[src/rtl/seg7_pkg.sv]
// Shared definitions for the two-digit seven-segment scan driver.
// Holds segment constants, the scan state encoding and the digit index type.
package seg7_pkg;

    // Active-low segments, a..g MSB..LSB
    localparam logic [6:0] SEG_BLANK = 7'h7F;
    localparam logic [6:0] SEG_ZERO  = 7'b0000001;

    typedef enum logic [1:0] {
        IDLE,
        GUARD,
        ON
    } scan_state_t;

    // 0: units, 1: tens
    typedef logic digit_t;

endpackage

[src/rtl/seg7_slot_timer.sv]
// Digit-slot prescaler: counts 0..DIV-1 and flags the end of the blanking guard
// and the end of the slot. Ports: clk, rst_n, clr, en -> blank_done, slot_done.
module seg7_slot_timer #(
    parameter int DIV          = 50_000,
    parameter int BLANK_CYCLES = 16
) (
    input  logic clk,
    input  logic rst_n,
    input  logic clr,
    input  logic en,
    output logic blank_done,
    output logic slot_done
);

    localparam int W = (DIV > 1) ? $clog2(DIV) : 1;
    localparam logic [W-1:0] LAST       = W'(DIV - 1);
    localparam logic [W-1:0] BLANK_LAST = W'(BLANK_CYCLES - 1);

    logic [W-1:0] cnt;

    always_ff @(posedge clk or negedge rst_n) begin
        if (!rst_n) begin
            cnt <= '0;
        end else if (clr) begin
            cnt <= '0;
        end else if (en) begin
            // Wraps by itself so the next slot starts at 0
            cnt <= (cnt == LAST) ? '0 : cnt + 1'b1;
        end
    end

    assign blank_done = (cnt == BLANK_LAST);
    assign slot_done  = (cnt == LAST);

endmodule

[src/rtl/seg7_scan_driver.sv]
// Time-multiplexes a latched two-digit segment pattern onto one SEG bus with
// per-digit anodes. Ports: CLK, RST_N, D7[13:0], EN -> AN[1:0], SEG[6:0], FRAME.
module seg7_scan_driver
    import seg7_pkg::*;
#(
    parameter int DIV          = 50_000,
    parameter int BLANK_CYCLES = 16,
    parameter int LZ_BLANK     = 1
) (
    input  logic        CLK,
    input  logic        RST_N,
    input  logic [13:0] D7,
    input  logic        EN,
    output logic [1:0]  AN,
    output logic [6:0]  SEG,
    output logic        FRAME
);

    scan_state_t state, state_n;
    digit_t      digit, digit_n;
    logic [13:0] latch, latch_n;
    logic [1:0]  an_n;
    logic [6:0]  seg_n;
    logic        frame_n;
    logic        timer_clr;
    logic        timer_en;
    logic        blank_done;
    logic        slot_done;
    logic        tens_dark;

    seg7_slot_timer #(
        .DIV          (DIV),
        .BLANK_CYCLES (BLANK_CYCLES)
    ) u_timer (
        .clk        (CLK),
        .rst_n      (RST_N),
        .clr        (timer_clr),
        .en         (timer_en),
        .blank_done (blank_done),
        .slot_done  (slot_done)
    );

    // Leading-zero suppression keys off the latched frame, never live D7
    assign tens_dark = (LZ_BLANK != 0) && (latch[13:7] == SEG_ZERO);

    always_comb begin
        state_n   = state;
        digit_n   = digit;
        latch_n   = latch;
        an_n      = AN;
        seg_n     = SEG;
        frame_n   = 1'b0;
        timer_clr = 1'b0;
        timer_en  = (state != IDLE);

        if (!EN) begin
            state_n   = IDLE;
            digit_n   = 1'b0;
            an_n      = 2'b11;
            seg_n     = SEG_BLANK;
            timer_clr = 1'b1;
        end else begin
            unique case (state)
                IDLE: begin
                    state_n   = GUARD;
                    digit_n   = 1'b0;
                    latch_n   = D7;
                    seg_n     = D7[6:0];
                    an_n      = 2'b11;
                    frame_n   = 1'b1;
                    timer_clr = 1'b1;
                end
                GUARD: begin
                    an_n = 2'b11;
                    if (blank_done) begin
                        state_n = ON;
                        if (digit)
                            an_n = tens_dark ? 2'b11 : 2'b01;
                        else
                            an_n = 2'b10;
                    end
                end
                ON: begin
                    if (slot_done) begin
                        state_n = GUARD;
                        an_n    = 2'b11;
                        if (digit) begin
                            // Tens -> units wrap: new frame, resample D7
                            digit_n = 1'b0;
                            latch_n = D7;
                            seg_n   = D7[6:0];
                            frame_n = 1'b1;
                        end else begin
                            digit_n = 1'b1;
                            seg_n   = tens_dark ? SEG_BLANK : latch[13:7];
                        end
                    end
                end
                default: begin
                    state_n   = IDLE;
                    an_n      = 2'b11;
                    seg_n     = SEG_BLANK;
                    timer_clr = 1'b1;
                end
            endcase
        end
    end

    always_ff @(posedge CLK or negedge RST_N) begin
        if (!RST_N) begin
            state <= IDLE;
            digit <= 1'b0;
            latch <= 14'h3FFF;
            AN    <= 2'b11;
            SEG   <= SEG_BLANK;
            FRAME <= 1'b0;
        end else begin
            state <= state_n;
            digit <= digit_n;
            latch <= latch_n;
            AN    <= an_n;
            SEG   <= seg_n;
            FRAME <= frame_n;
        end
    end

endmodule

[config.mk]
export PLATFORM = sky130hd
export DESIGN_NAME = seg7_scan_driver
export DESIGN_NICKNAME = d
export VERILOG_FILES = /design/src/rtl/seg7_pkg.sv /design/src/rtl/seg7_slot_timer.sv /design/src/rtl/seg7_scan_driver.sv
export SDC_FILE = /design/constraint.sdc
export NUM_CORES = 1
export LEC_CHECK = 0
export BUFFER_PORTS_ARGS = -buffer_cell sky130_fd_sc_hd__clkbuf_2
export CORE_ASPECT_RATIO = 0.5
export CORE_MARGIN = 1
export CORE_UTILIZATION = 35
export CTS_CLUSTER_DIAMETER = 30
export DETAILED_ROUTE_END_ITERATION = 8
export GPL_ROUTABILITY_DRIVEN = 0
export PLACE_DENSITY = 0.64
export SYNTH_ARGS = -nofsm -noshare
export SYNTH_HDL_FRONTEND = slang
export SYNTH_HIERARCHICAL = 1
export SYNTH_SLANG_ARGS = --single-unit
[constraint.sdc]
create_clock -name CLK -period 2.2 [get_ports CLK]
set_clock_uncertainty 0.05 [all_clocks]
set_input_delay 0.22 -clock CLK [delete_from_list [all_inputs] [get_ports CLK]]
set_output_delay 0.22 -clock CLK [all_outputs]
set_load 0.1 [all_outputs]
== Word level (Yosys, flattened, before mapping) ==
Index checks and enable logic that the tools add are counted.
Storage, ports and cells
  output and inout bits: 10
  bits in read-only memories: 0
  memories: 0
  latch bits: 0
  bits of input ports: 17
  register bits: 43
  bits in writable memories: 0
Cells by class
  multiply operators: 0
  multiplexer cells: 31
  $lt $le $gt $ge: 0
  divide/modulo/power cells: 0
  equal/unequal tests: 11
  $add $sub $neg: 1
  reduce and logical (&&, ||, !) cells: 9
  bitwise logic cells: 0
  shifts and indexed selects: 0
Operator list (count)
  2-to-1 mux 16 bit: 3
  2-to-1 mux 14 bit: 2
  2-to-1 mux 7 bit: 4
  case mux 14 bit (2 select lines): 1
  case mux 7 bit (3 select lines): 1
  adder 16 x 1 -> 16 bit (second input constant): 1
  equality test 16 bit (second input constant): 1
  equality test 16 x 4 -> 1 bit (second input constant): 1
  2-to-1 mux 2 bit: 8
  2-to-1 mux 1 bit: 8
  equality test 7 x 1 -> 1 bit (second input constant): 1
  != test 2 bit (second input constant): 3
  != test 3 bit (second input constant): 2
  case mux 2 bit (3 select lines): 1
  AND reduction 2 bit: 3
  nonzero test 2 bit: 3
  case mux 1 bit (2 select lines): 2
  case mux 2 bit (2 select lines): 1
  AND reduction 4 bit: 1
  != test 3 x 1 -> 1 bit (second input constant): 1
  equality test 2 x 1 -> 1 bit (second input constant): 1
  equality test 2 bit (second input constant): 1
  zero test 2 bit: 1
  OR reduction 2 bit: 1

== Longest topological paths before layout ==
Gate-level depths: netlist of the first run.
  depth in word-level cells: 6
  mapped depth: 9
  depth with buffers taken out: 8

== Cells and area by module ==
Netlist of the first run, hierarchy kept.
Modules (own cells, without submodules)
  seg7_scan_driver: instances 1, area each 1086.0 sq um, cells each 102, sequential area each 520.5 sq um
  seg7_slot_timer: instances 1, area each 1081.0 sq um, cells each 127, sequential area each 400.4 sq um

== Worst setup path before layout of the first run ==
OpenSTA, ideal clock, no wires.
  path kind: register to register
  start point: reg u_timer.cnt[4]
  end point: reg SEG[5]
  path slack: -0.042 ns
  setup time: 0.102 ns
  buffers on the path: 1
  stages on the path, launching flop included: 9
  period minus slack after synthesis: 2.242 ns
  arrival time: 2.090 ns
  cells stage by stage: dfrtp_1 clkbuf_2 nor4_1 nand4_1 inv_1 mux2i_1 nor3b_2 nor3b_4 a221oi_1
On the way
  word-level cells in the longest chain between the ends: 3
RTL lines
  from (decl): line seg7_slot_timer.sv:19  | logic [W-1:0] cnt;
  from (signal assigned): line seg7_slot_timer.sv:28  | cnt <= (cnt == LAST) ? '0 : cnt + 1'b1;
  equality test 16 bit: line seg7_slot_timer.sv:33  | assign slot_done = (cnt == LAST);
  via slot_done: line seg7_scan_driver.sv:28  | logic slot_done;
  != test 3 bit (no line)
  AND reduction 2 bit (no line)
  to (signal assigned): line seg7_scan_driver.sv:122  | SEG <= seg_n;
  to (decl): line seg7_scan_driver.sv:15  | output logic [6:0] SEG,
The timed path passes the listed nets, and every way through them passes these cells.
A chain may end at the register's enable or synchronous reset.

== Worst setup path after layout of the first run ==
  start point: reg u_timer.cnt[4]
  end point: reg u_timer.cnt[15]
On the way
  word-level cells in the longest chain between the ends: 4
  elaborated cells on any way between the ends: 5
  classes of those cells: add/sub: 1; eq/ne: 1; mux: 3
RTL lines
  adder 16 x 1 -> 16 bit or equality test 16 bit (tied branches): line seg7_slot_timer.sv:28
  2-to-1 mux 16 bit (*): line seg7_slot_timer.sv:28
  2-to-1 mux 16 bit (*): line seg7_slot_timer.sv:26  | end else if (en) begin
  2-to-1 mux 16 bit (*): line seg7_slot_timer.sv:24  | end else if (clr) begin
Mark *: on every way between the ends. The rest lies on a longest branch, timed or not. The select of a mux whose other input is x is not followed.

==> metrics.md, run 1 <==
| Metric | Value |
|---|---|
| Fraction of layout cells with a size suffix above 1 | 0.3346 |
| Pwr Density | 1197 nW/µm² |
| DR DRC count | 0 |
| Detailed Routing Iterations Pass 1 | 4 |
| Worst vdd ir | 373.9 µV |
| Drt first-iter violations | 184 |
| Leakage | 1.084 nW |
| Max Clock Freq | 0.4788 GHz |
| EDFF count, synth | 0 |
| First-pass GRT wire length | 9.397 mm |
| Vias | 1921 |
| Min Tclk post-route | 2.088 ns |
| Mean number of vias per cell | 5.396 |
| Cell Count Post-Placement | 348 |
| Commonest non-fill, non-tap cell in the layout | clkbuf_2 |
| Worst-Skew Late Latency | 0.28 ns |
| Worst-path maximum fanout | 7 |
| Antenna viol nets, final | 0 |
| Combinational Power Share | 0.449 |
| Detailed Place HPWL | 3.916 mm |
| Most frequent cells in the layout | 26 x clkbuf_2, 22 x buf_4, 21 x nor2_1 |
| Ys Warns | 6 |
| Status | finished, final reports clean |
| Avg Cell Area, Syn | 9.463 µm² |
| R2R Setup Slk | 0.11 ns |
| Die width | 113.3 µm |
| Post-synth top area share | 0.2309 |
| Clock power frac | 0.241 |
| Final setup violating endpoints | 0 |
| Post-CTS setup-driven buffer insertion count | 0 |
| # Max-Cap Violations | 0 |
| Vias in the first global route | 1889 |
| Power Internal | 1.845 mW |
| Sw frac | 0.4262 |
| Seq/Total Area, Yosys | 0.4249 |
| Total CTS buffers | 5 |
| Area leader, netlist | dfrtp_1 |
| Setup CP Type | reg2reg |
| Synth Register Bits | 36 |
| Final Cycle Share | 0.9493 |
| Die ar. | 6529 µm² |
| Pins Over Slew Limit | 0 |
| CTS clock-pin slew for the worst setup and hold paths | 0.06 ns |
| Async set-reset flop share out of synthesis | 1.000 |
| Avg WL per Cell | 15.26 µm |
| Worst reg2reg path startpoint | u_timer/cnt[4] |
| Dominant synthesized flop cell | dfrtp_1 |
| GRT Util Overall | 0.1858 |
| Mapped Cells | 229 |
| RSZ-0062 raised after global routing | no |
| ANT cells | 0 |
| CP arrival | 2.24 ns |
| CTS H-tree lvls | 2 |
| Seq pwr share | 0.310 |
| Min-Delay Path Class | in2async |
| Largest net degree at the start of global routing | 37 |
| FF-to-FF End | u_timer/cnt[15] |
| Switch Pwr | 1.370 mW |
| Initial antenna violation count | 0 |
| Placeable Area | 5729 µm² |
| CP startpoint kind | flip-flop |
| Synthesized area | 2167 µm² |
| Final Hold Viols | 0 |
| R2R depth | 5 |
| Layout Cells excl Fill | 356 |
| Synthesized Nets | 251 |
| # rows | 19 |
| Slew HR | 0.3942 |
| Io pins | 27 |
| Synth top area cells | dfrtp_1 23%, dfstp_2 19%, nor2_1 3.6%, nand2_1 3.3%, a21oi_1 3.0% |
| Final WL | 5.434 mm |
| Cell area after layout | 2686 µm² |
| Area grow syn2layout | 23.96% |
| CTS tree | yes |
| Worst path required time | 2.35 ns |
| Nets | 293 |
| Clock Root Buffer | clkbuf_16 |
| IO buf count | 26 |
| Setup TNS Final | 0 ns |
| Endpoint class of the critical path | flip-flop |
| Clock Sinks | 36 |
| Initial Utilization | 0.3782 |
| Distinct cells, synth | 57 |
| Placed cell area | 2484 µm² |
| GRT overflow | 0 |
| Worst-Margin Slew | 0.9088 ns |
| Clock tree buffer depth | 2 |
| Die H | 57.64 µm |
## per-layer routing
layer / vias to the layer above / routed length [µm] / track usage
met1: 921 / 2612 / 0.2480
met3: 11 / 298 / 0.04603
met5: - / 0 / 0
met4: 0 / 62 / 0.06203
met2: 62 / 2461 / 0.3006
li1: 927 / - / -
## worst max path at each step
stage	start	to	slack (ns)	cells past startpoint
after floorplan	u_timer/cnt[4]	SEG[5]	0.03	8
after detailed placement	u_timer/cnt[5]	state[1]	0.03	7
after global routing	u_timer/cnt[5]	SEG[3]	0.04	7
after CTS	u_timer/cnt[5]	state[1]	0.03	7
after global placement	u_timer/cnt[10]	state[1]	0.11	7
final	u_timer/cnt[4]	u_timer/cnt[15]	0.11	5
## layout make-up
class                      instances  area [µm²]
clock buffer                       6       150.1
clock inverter                     2       12.51
fill                             540        3043
inverter                          12       45.04
multi-input combinational        168        1157
sequential                        36       920.9
tap                               84       105.1
timing repair buffer              48       295.3
## logic make-up after synthesis
kind of cell / after synthesis / synth area share
adder cells (fa/ha/maj): 5 / 0.02887
AO/OA/AOI/OAI: 52 / 0.1663
multiplexers: 9 / 0.04561
AND/OR/NAND/NOR: 95 / 0.2437
buffers and inverters: 25 / 0.06236
XOR/XNOR: 7 / 0.02829
flip-flops: 36 / 0.4249
## repair_timing
action / 4_1_cts / 5_1_grt
gates resized for setup: 0 / 6
hold buffers: 0 / 0
setup endpoints to repair: 0 / 12
## power groups by stage
stage / registers [mW] / clock network [mW] / logic [mW]
detailed placement: 1.01 / 0 / 1.42
global placement: 0.995 / 0 / 1.39
finish: 0.998 / 0.774 / 1.44
CTS: 0.999 / 0.787 / 1.43
global route: 1.02 / 0.811 / 1.56
floorplan: 1.42 / 0 / 0.659
## metrics by stage
step,utilization,total power [mW],setup slack [ns],hold slack (ns)
finish,0.4689,3.215,0.1116,0.01052
global placement,0.4335,2.387,0.1126,0.3228
CTS,0.4619,3.215,0.02546,0.04134
detailed placement,0.4335,2.426,0.03162,0.3416
global route,0.4689,3.388,0.04342,0.09188
floorplan,-,2.075,0.03085,-0.1256
## worst max-delay path, stage by stage (launching register included)
cell	delay (ns)
dfrtp_1	0.43
buf_4	0.18
nand3_1	0.10
or4_1	0.56
or4_1	0.49
a31oi_1	0.18
## synthesized netlist by cell type (7+ instances only)
master and count:
a21oi_1 13, dfrtp_1 20, dfstp_2 16, inv_1 10
nand2_1 19, nand3_1 7, nand4_1 7, nor2_1 21
nor4_1 8, o21ai_0 9
## registers in the layout, indices dropped and copies added (netlist names)
register     cells
AN               2
FRAME            1
SEG              7
digit            1
latch            7
state            2
u_timer/cnt     16
Note: power is estimated with default switching activity, not from simulation.
==> run 2, diff against run 1 <==
--- a/config.mk
+++ b/config.mk
@@ -5,14 +5,16 @@
 export SDC_FILE = /design/constraint.sdc
 export NUM_CORES = 1
 export LEC_CHECK = 0
+export ABC_AREA = 1
 export BUFFER_PORTS_ARGS = -buffer_cell sky130_fd_sc_hd__clkbuf_2
 export CORE_ASPECT_RATIO = 0.5
 export CORE_MARGIN = 1
 export CORE_UTILIZATION = 35
+export CTS_BUF_LIST = sky130_fd_sc_hd__clkbuf_4
 export CTS_CLUSTER_DIAMETER = 30
 export DETAILED_ROUTE_END_ITERATION = 8
 export GPL_ROUTABILITY_DRIVEN = 0
-export PLACE_DENSITY = 0.64
+export PLACE_DENSITY = 0.63
 export SYNTH_ARGS = -nofsm -noshare
 export SYNTH_HDL_FRONTEND = slang
 export SYNTH_HIERARCHICAL = 1
==> run 2 against run 1 <==
Clock-buffer cell count shrank 1. Via count grew 11%. Register-to-register slack gained 0.06 ns. Global-route usage shrank 1.9 points. Worst hold slack gained 0.0017 ns. Largest cell class unchanged. Sequential power is essentially flat. Critical path depth grew 8. Power shrank 11%. Final cell count grew 24%. Highest routed layer unchanged. Routed wire length shrank 2.7%.
==> metrics.md, run 2 <==
| Metric | Value |
|---|---|
| Detailed Place HPWL | 3.943 mm (+0.68%) |
| IO buf count | 26 (unchanged) |
| Antenna viol nets, final | 0 (unchanged) |
| Most numerous cell in the Yosys netlist | nand2_1 |
| First-pass GRT wire length | 8.756 mm (-6.8%) |
| ANT cells | 0 (unchanged) |
| Largest Register | u_timer/cnt |
| Fill cells | 641 (+19%) |
| Multi-input gate area | 1172 µm² (+1.3%) |
| Worst slack, placed | 0.1079 ns (+0.07627 ns) |
| Final WL | 5.287 mm (-2.7%) |
| Synth top area cells | dfrtp_1 22%, dfstp_2 18%, nand2_1 15%, nor2_1 9.2%, inv_1 6.1% |
| Max Clock Freq | 0.4919 GHz (+2.7%) |
| Power Total | 2.856 mW (-11%) |
| Pwr Density | 1096 nW/µm² (-8.5%) |
| Synth Register Bits | 36 (unchanged) |
| DR DRC count | 0 (unchanged) |
| Final setup violating endpoints | 0 (unchanged) |
| Cell area after layout | 2606 µm² (-3.0%) |
| Setup TNS Final | 0 ns (unchanged) |
| Avg WL per Cell | 11.96 µm (-22%) |
| Final worst setup slack | 0.1672 ns (+0.05558 ns) |
| Leakage | 1.193 nW (+10%) |
| Async set-reset flop share out of synthesis | 1.000 (unchanged) |
| Min-Delay Path Depth | 3 |
| Clock tree buffer depth | 2 (unchanged) |
| Min Tclk post-route | 2.033 ns (-0.05558 ns) |
| Status | finished, final reports clean |
| Pins Over Slew Limit | 0 (unchanged) |
| Synthesized Nets | 340 (+35%) |
| Commonest non-fill, non-tap cell in the layout | nand2_1 |
| Die ar. | 6849 µm² (+4.9%) |
| # Max-Cap Violations | 0 (unchanged) |
| Slew HR | 0.4091 (+0.01494) |
| Most instantiated cells after synthesis | 91 x nand2_1, 56 x nor2_1, 37 x inv_1 |
| EDFF count, synth | 0 (unchanged) |
| Distinct cells, synth | 31 (-46%) |
| Drt first-iter violations | 162 (-12%) |
| Fraction of layout cells with a size suffix above 1 | 0.2316 (-0.1029) |
| Seq/Total Area, Yosys | 0.4046 (-0.02032) |
| GRT Util Overall | 0.1665 (-0.01929) |
| Post-CTS setup-driven buffer insertion count | 0 (unchanged) |
| Hold Crit Endpoint | latch[9] |
| FF-to-FF End | state[1] |
| FF/Latch Area | 920.9 µm² (unchanged) |
| Setup CP Type | reg2reg |
| Detailed Routing Iterations Pass 1 | 5 (+1) |
| Vias | 2138 (+11%) |
| Die H | 59.02 µm (+2.4%) |
| Ys Warns | 6 (unchanged) |
| Synthesized area | 2276 µm² (+5.0%) |
| Final Hold Viols | 0 (unchanged) |
| RSZ-0062 raised after global routing | no |
| Placed cell area | 2512 µm² (+1.2%) |
| Min-Delay Path Class | in2reg |
| Hold Startpoint | D7[9] |
| Worst-path maximum fanout | 5 (-2) |
| Worst-Margin Slew | 0.8863 ns (-0.02241 ns) |
| Largest net degree at the start of global routing | 37 (unchanged) |
| Most frequent cells in the layout | 91 x nand2_1, 56 x nor2_1, 35 x inv_1 |
| Worst reg2reg path startpoint | u_timer/cnt[1] |
| Die width | 116.0 µm (+2.4%) |
| CP startpoint kind | flip-flop |
| Avg Cell Area, Syn | 7.157 µm² (-24%) |
| Io pins | 27 (unchanged) |
| Worst-Skew Late Latency | 0.36 ns (+0.08 ns) |
| R2R Setup Slk | 0.17 ns (+0.06 ns) |
| Endpoint class of the critical path | flip-flop |
| Initial Utilization | 0.3682 (-0.01003) |
| Clock Root Buffer | clkbuf_4 |
| Initial antenna violation count | 0 (unchanged) |
| CP arrival | 2.23 ns (about the same) |
| Post-synth top area share | 0.2199 (-0.01105) |
| Fin util | 0.4217 (-0.04722) |
| Mean number of vias per cell | 4.837 (-10%) |
| Max reg flops | 16 (unchanged) |
| GRT overflow | 0 (unchanged) |
| Worst vdd ir | 277.9 µV (-26%) |
| Dominant synthesized flop cell | dfrtp_1 |
| CTS H-tree lvls | 2 (unchanged) |
| Total CTS buffers | 5 (unchanged) |
| Clock Sinks | 36 (unchanged) |
| Placeable Area | 6181 µm² (+7.9%) |
| Mapped Cells | 318 (+39%) |
| Area leader, netlist | dfrtp_1 |
| Worst path required time | 2.40 ns (+0.05 ns) |
| Area grow syn2layout | 14.51% |
| CTS clock-pin slew for the worst setup and hold paths | 0.14 ns (+0.08 ns) |
| Nets | 375 (+28%) |
| Vias in the first global route | 1928 (+2.1%) |
| CTS tree | yes |
| Regs by FF count | u_timer/cnt: 16 flops, SEG: 7 flops, latch: 7 flops |
| Final Cycle Share | 0.9240 (-0.02526) |
| R2R depth | 13 (+8) |
| # rows | 20 (+1) |
[run 2: cell types whose count changed after synthesis, moves of 6 or more]
cell	before	now
o21ai_2	1	7
nand2_1	19	91
nand3_1	7	15
inv_1	10	37
nor4_1	8	1
nor2_1	21	56
[run 2: final cells by class]
cell class                 count  share of cell area
clock buffer                   5             0.01440
inverter                      40             0.05809
tap                           88             0.04225
multi-input combinational    237              0.4498
sequential                    36              0.3533
clock inverter                 3            0.009121
timing repair buffer          33             0.07297
[run 2: worst max-delay path by stage]
stage                   start  slack [ns]       end
4_1_cts        u_timer/cnt[1]         0.1  state[1]
6_report       u_timer/cnt[1]        0.17  state[1]
3_3_place_gp   u_timer/cnt[1]        0.21    SEG[0]
3_5_place_dp   u_timer/cnt[1]        0.11  state[1]
5_1_grt        u_timer/cnt[1]        0.03  state[1]
2_1_floorplan  u_timer/cnt[1]        0.19    SEG[0]
[run 2: worst max-delay path, stage by stage, from the launching register on]
cell and delay [ns]:
dfrtp_1 0.42, ha_2 0.24, nand2_2 0.10, clkinv_2 0.09
nand2_2 0.08, nor2_4 0.12, nand2_2 0.11, inv_2 0.11
inv_1 0.06, nand3_1 0.09, buf_4 0.14, o21ai_0 0.14
nand2_1 0.09, o21ai_0 0.08
[run 2: cell families after synthesis]
| kind of cell | count (synthesis) | share of synthesized area |
|---|---|---|
| xor gates and xnor gates | 2 | 0.007698 |
| AOI/OAI and AO/OA | 45 | 0.1297 |
| DFF | 36 | 0.4046 |
| and+or+nand+nor | 185 | 0.3491 |
| adders and majority gates | 5 | 0.02749 |
| buffers and inverters | 45 | 0.08136 |
[run 2: what timing repair did]
| item | CTS | global route |
|---|---|---|
| hold buffers | 3 | 0 |
| hold endpoints to repair | 22 | 0 |
| endpoints found under the setup margin | 0 | 9 |
| resized for setup | 0 | 3 |
[run 2: power by group]
part / switching (mW) / internal, mW
sequential: 0.125 / 0.890
combinational: 1.09 / 0.380
clock: 0.248 / 0.126
[run 2: layer usage]
metal	GRT usage	share of wire
met5	0	0
met4	0.05678	0.015
met3	0.03067	0.041
met2	0.3070	0.49
met1	0.1988	0.46
[run 2: metrics by stage]
step           instances  hold slack, ns
3_3_place_gp         431          0.3300
3_5_place_dp         431          0.3422
2_1_floorplan        318         -0.1256
4_1_cts              442        0.001588
5_1_grt              442        0.003133
6_report             442         0.01221
==> run 3, diff against run 2 <==
--- a/config.mk
+++ b/config.mk
@@ -7,7 +7,7 @@
 export LEC_CHECK = 0
 export ABC_AREA = 1
 export BUFFER_PORTS_ARGS = -buffer_cell sky130_fd_sc_hd__clkbuf_2
-export CORE_ASPECT_RATIO = 0.5
+export CORE_ASPECT_RATIO = 1.1
 export CORE_MARGIN = 1
 export CORE_UTILIZATION = 35
 export CTS_BUF_LIST = sky130_fd_sc_hd__clkbuf_4
==> run 3 against run 2 <==
Clock power increased by 26%. Critical endpoint unchanged. Worst hold slack improved by 0.018 ns. Design area increased by 2.1%. Sequential power about the same. Non-clock buffer count increased by 5. Power increased by 3.7%. Critical path type unchanged. Worst setup slack got worse by 0.013 ns. Maximum frequency decreased by 0.65%. Clock-buffer cell count increased by 1. Sequential cell count unchanged.
==> metrics.md, run 3 (synthesized netlist as in run 2, its figures left out) <==
| Metric | Value |
|---|---|
| ANT cells | 0 (unchanged) |
| Io pins | 27 (unchanged) |
| Min-Delay Path Depth | 3 (unchanged) |
| DR DRC count | 0 (unchanged) |
| Clock Sinks | 36 (unchanged) |
| CTS tree | yes |
| Worst slack, placed | 0.1363 ns (+0.02839 ns) |
| Drt first-iter violations | 134 (-17%) |
| Hold Crit Endpoint | latch[10] |
| Placed cell area | 2510 µm² (about the same) |
| Detailed Routing Iterations Pass 1 | 4 (-1) |
| Seq pwr share | 0.341 (-0.015) |
| Met1 Use GR | 0.1993 (+0.0005041) |
| Avg WL per Cell | 11.70 µm (-2.2%) |
| Min-Delay Path Class | in2reg |
| Power Total | 2.962 mW (+3.7%) |
| Fill cells | 663 (+3.4%) |
| Hold Startpoint | D7[10] |
| Detailed Place HPWL | 3.765 mm (-4.5%) |
| Vias | 2123 (-0.70%) |
| Mean number of vias per cell | 4.836 (about the same) |
| # Max-Cap Violations | 0 (unchanged) |
| Vias in the first global route | 1921 (-0.36%) |
| CP startpoint kind | flip-flop |
| Met2 usage | 0.2877 (-0.01923) |
| Max Clock Freq | 0.4887 GHz (-0.65%) |
| First-pass GRT wire length | 8.783 mm (+0.31%) |
| Clock tree buffer depth | 2 (unchanged) |
| Die H | 86.58 µm (+47%) |
| Power Internal | 1.547 mW (+11%) |
| Final setup violating endpoints | 0 (unchanged) |
| Fin Hold WS | 0.02975 ns (+0.01754 ns) |
| Grt peak-use layer | met2 |
| Worst-Skew Late Latency | 0.34 ns (-0.02 ns) |
| R2R depth | 13 (unchanged) |
| R2R Setup Slk | 0.15 ns (about the same) |
| Total CTS buffers | 5 (unchanged) |
| Fraction of layout cells with a size suffix above 1 | 0.2312 (-0.0004406) |
| Switch Pwr | 1.415 mW (-3.1%) |
| Nets | 380 (+1.3%) |
| Worst-Margin Slew | 0.9013 ns (+0.01499 ns) |
| IO buf count | 26 (unchanged) |
| Area grow syn2layout | 16.88% |
| Min Tclk post-route | 2.046 ns (+0.01334 ns) |
| Worst path cell trace | ha_2, nand2_2, clkinv_2, nand2_2, nor2_4, nand2_2, inv_1, inv_1, nand3_1, buf_4, o21ai_0, nand2_1, o21ai_0 |
| Largest net degree at the start of global routing | 37 (unchanged) |
| Slowest cell on crit path | dfrtp_1 |
| Worst-path maximum fanout | 5 (unchanged) |
| Max reg flops | 16 (unchanged) |
| Die width | 78.89 µm (-32%) |
| Max stage delay on crit path | 0.42 ns (about the same) |
| Final Cycle Share | 0.9301 (+0.006064) |
| Combinational Power Share | 0.500 (-0.013) |
| Fin util | 0.4269 (+0.005248) |
| # rows | 30 (+50%) |
| CTS H-tree lvls | 2 (unchanged) |
| Status | finished, final reports clean |
| Worst path required time | 2.37 ns (-0.03 ns) |
| Final WL | 5.137 mm (-2.8%) |
| CP arrival | 2.21 ns (-0.02 ns) |
| Worst reg2reg path startpoint | u_timer/cnt[0] |
| Clock power frac | 0.159 (+0.028) |
| FF-to-FF End | state[1] |
| Largest Register | u_timer/cnt |
| CTS clock-pin slew for the worst setup and hold paths | 0.11 ns (-0.03 ns) |
| Worst vdd ir | 658.1 µV (+140%) |
| Final Hold Viols | 0 (unchanged) |
| Cell Count Post-Placement | 424 (-1.6%) |
| Most frequent cells in the layout | 91 x nand2_1, 56 x nor2_1, 36 x inv_1 |
| Die ar. | 6829 µm² (-0.28%) |
| Layout Cells excl Fill | 439 (-0.68%) |
| Regs by FF count | u_timer/cnt: 16 flops, SEG: 7 flops, latch: 7 flops |
| GRT overflow | 0 (unchanged) |
| Initial antenna violation count | 0 (unchanged) |
| Setup TNS Final | 0 ns (unchanged) |
| Initial Utilization | 0.3653 (-0.002958) |
| Endpoint class of the critical path | flip-flop |
| Cell area after layout | 2660 µm² (+2.1%) |
| Final worst setup slack | 0.1538 ns (-0.01334 ns) |
| Sw frac | 0.4778 (-0.03346) |
| Pins Over Slew Limit | 0 (unchanged) |
| GRT Util Overall | 0.1642 (-0.002309) |
| Antenna viol nets, final | 0 (unchanged) |
| Leakage | 1.236 nW (+3.6%) |
| Most numerous cell on the critical path | nand2_2 |
| Commonest non-fill, non-tap cell in the layout | nand2_1 |
| Clock Root Buffer | clkbuf_4 |
| GR Util met3 | 0.03579 (+0.005115) |
| Setup CP Type | reg2reg |
| Placeable Area | 6231 µm² (+0.81%) |
| Slew HR | 0.3991 (-0.009995) |
| Pwr Density | 1114 nW/µm² (+1.6%) |
| Crit path from | u_timer/cnt[0] |
run 3: changes by cell type in the layout (fill, tap and decap cells not counted), sizes merged:
cell | before | now
buf | 4 | 6
clkinvlp | 2 | 0
clkbuf | 31 | 32
bufinv | 0 | 1
dlygate4sd3 | 3 | 6
run 3: worst max-delay path: cells and delay by family, from the launching register on:
| kind | cells | cell delay (ns) |
|---|---|---|
| AOI/OAI and AO/OA | 2 | 0.21 |
| adders and majority gates | 1 | 0.24 |
| buffers and inverters | 4 | 0.43 |
| DFF | 1 | 0.42 |
| and+or+nand+nor | 6 | 0.58 |
run 3: worst max path at each step:
stage,to,cells past startpoint
global route,state[0],13
floorplan,SEG[0],14
global placement,SEG[0],14
CTS,SEG[0],14
finish,state[1],13
detailed placement,state[0],13
run 3: cell type report:
type	count	area (µm²)	share of cell area
Multi-Input combinational cell	237	1172	0.4407
Inverter	40	151.4	0.05691
Sequential cell	36	920.9	0.3462
Clock buffer	6	45.04	0.01693
Timing Repair Buffer	38	235.2	0.08843
Clock inverter	2	35.03	0.01317
Tap cell	80	100.1	0.03763
run 3: power groups by stage:
stage,clock network [mW],logic (mW),registers (mW)
floorplan,0,0.847,1.37
global placement,0,1.46,1.02
detailed placement,0,1.47,1.02
CTS,0.500,1.49,1.01
global route,0.522,1.65,1.03
finish,0.470,1.48,1.01
run 3: timing repair:
| item | in CTS | in global routing |
|---|---|---|
| resized for setup | 0 | 2 |
| hold buffers | 6 | 0 |
| setup endpoints to repair | 0 | 9 |
| endpoints found under the hold margin | 25 | 0 |
| buffers inserted | 0 | 1 |
run 3: metal layers:
metal  vias to the layer above  part of all wire
met1                       959              0.44
li1                       1089                 -
met3                        12             0.053
met5                         -                 0
met2                        63              0.49
met4                         0             0.013
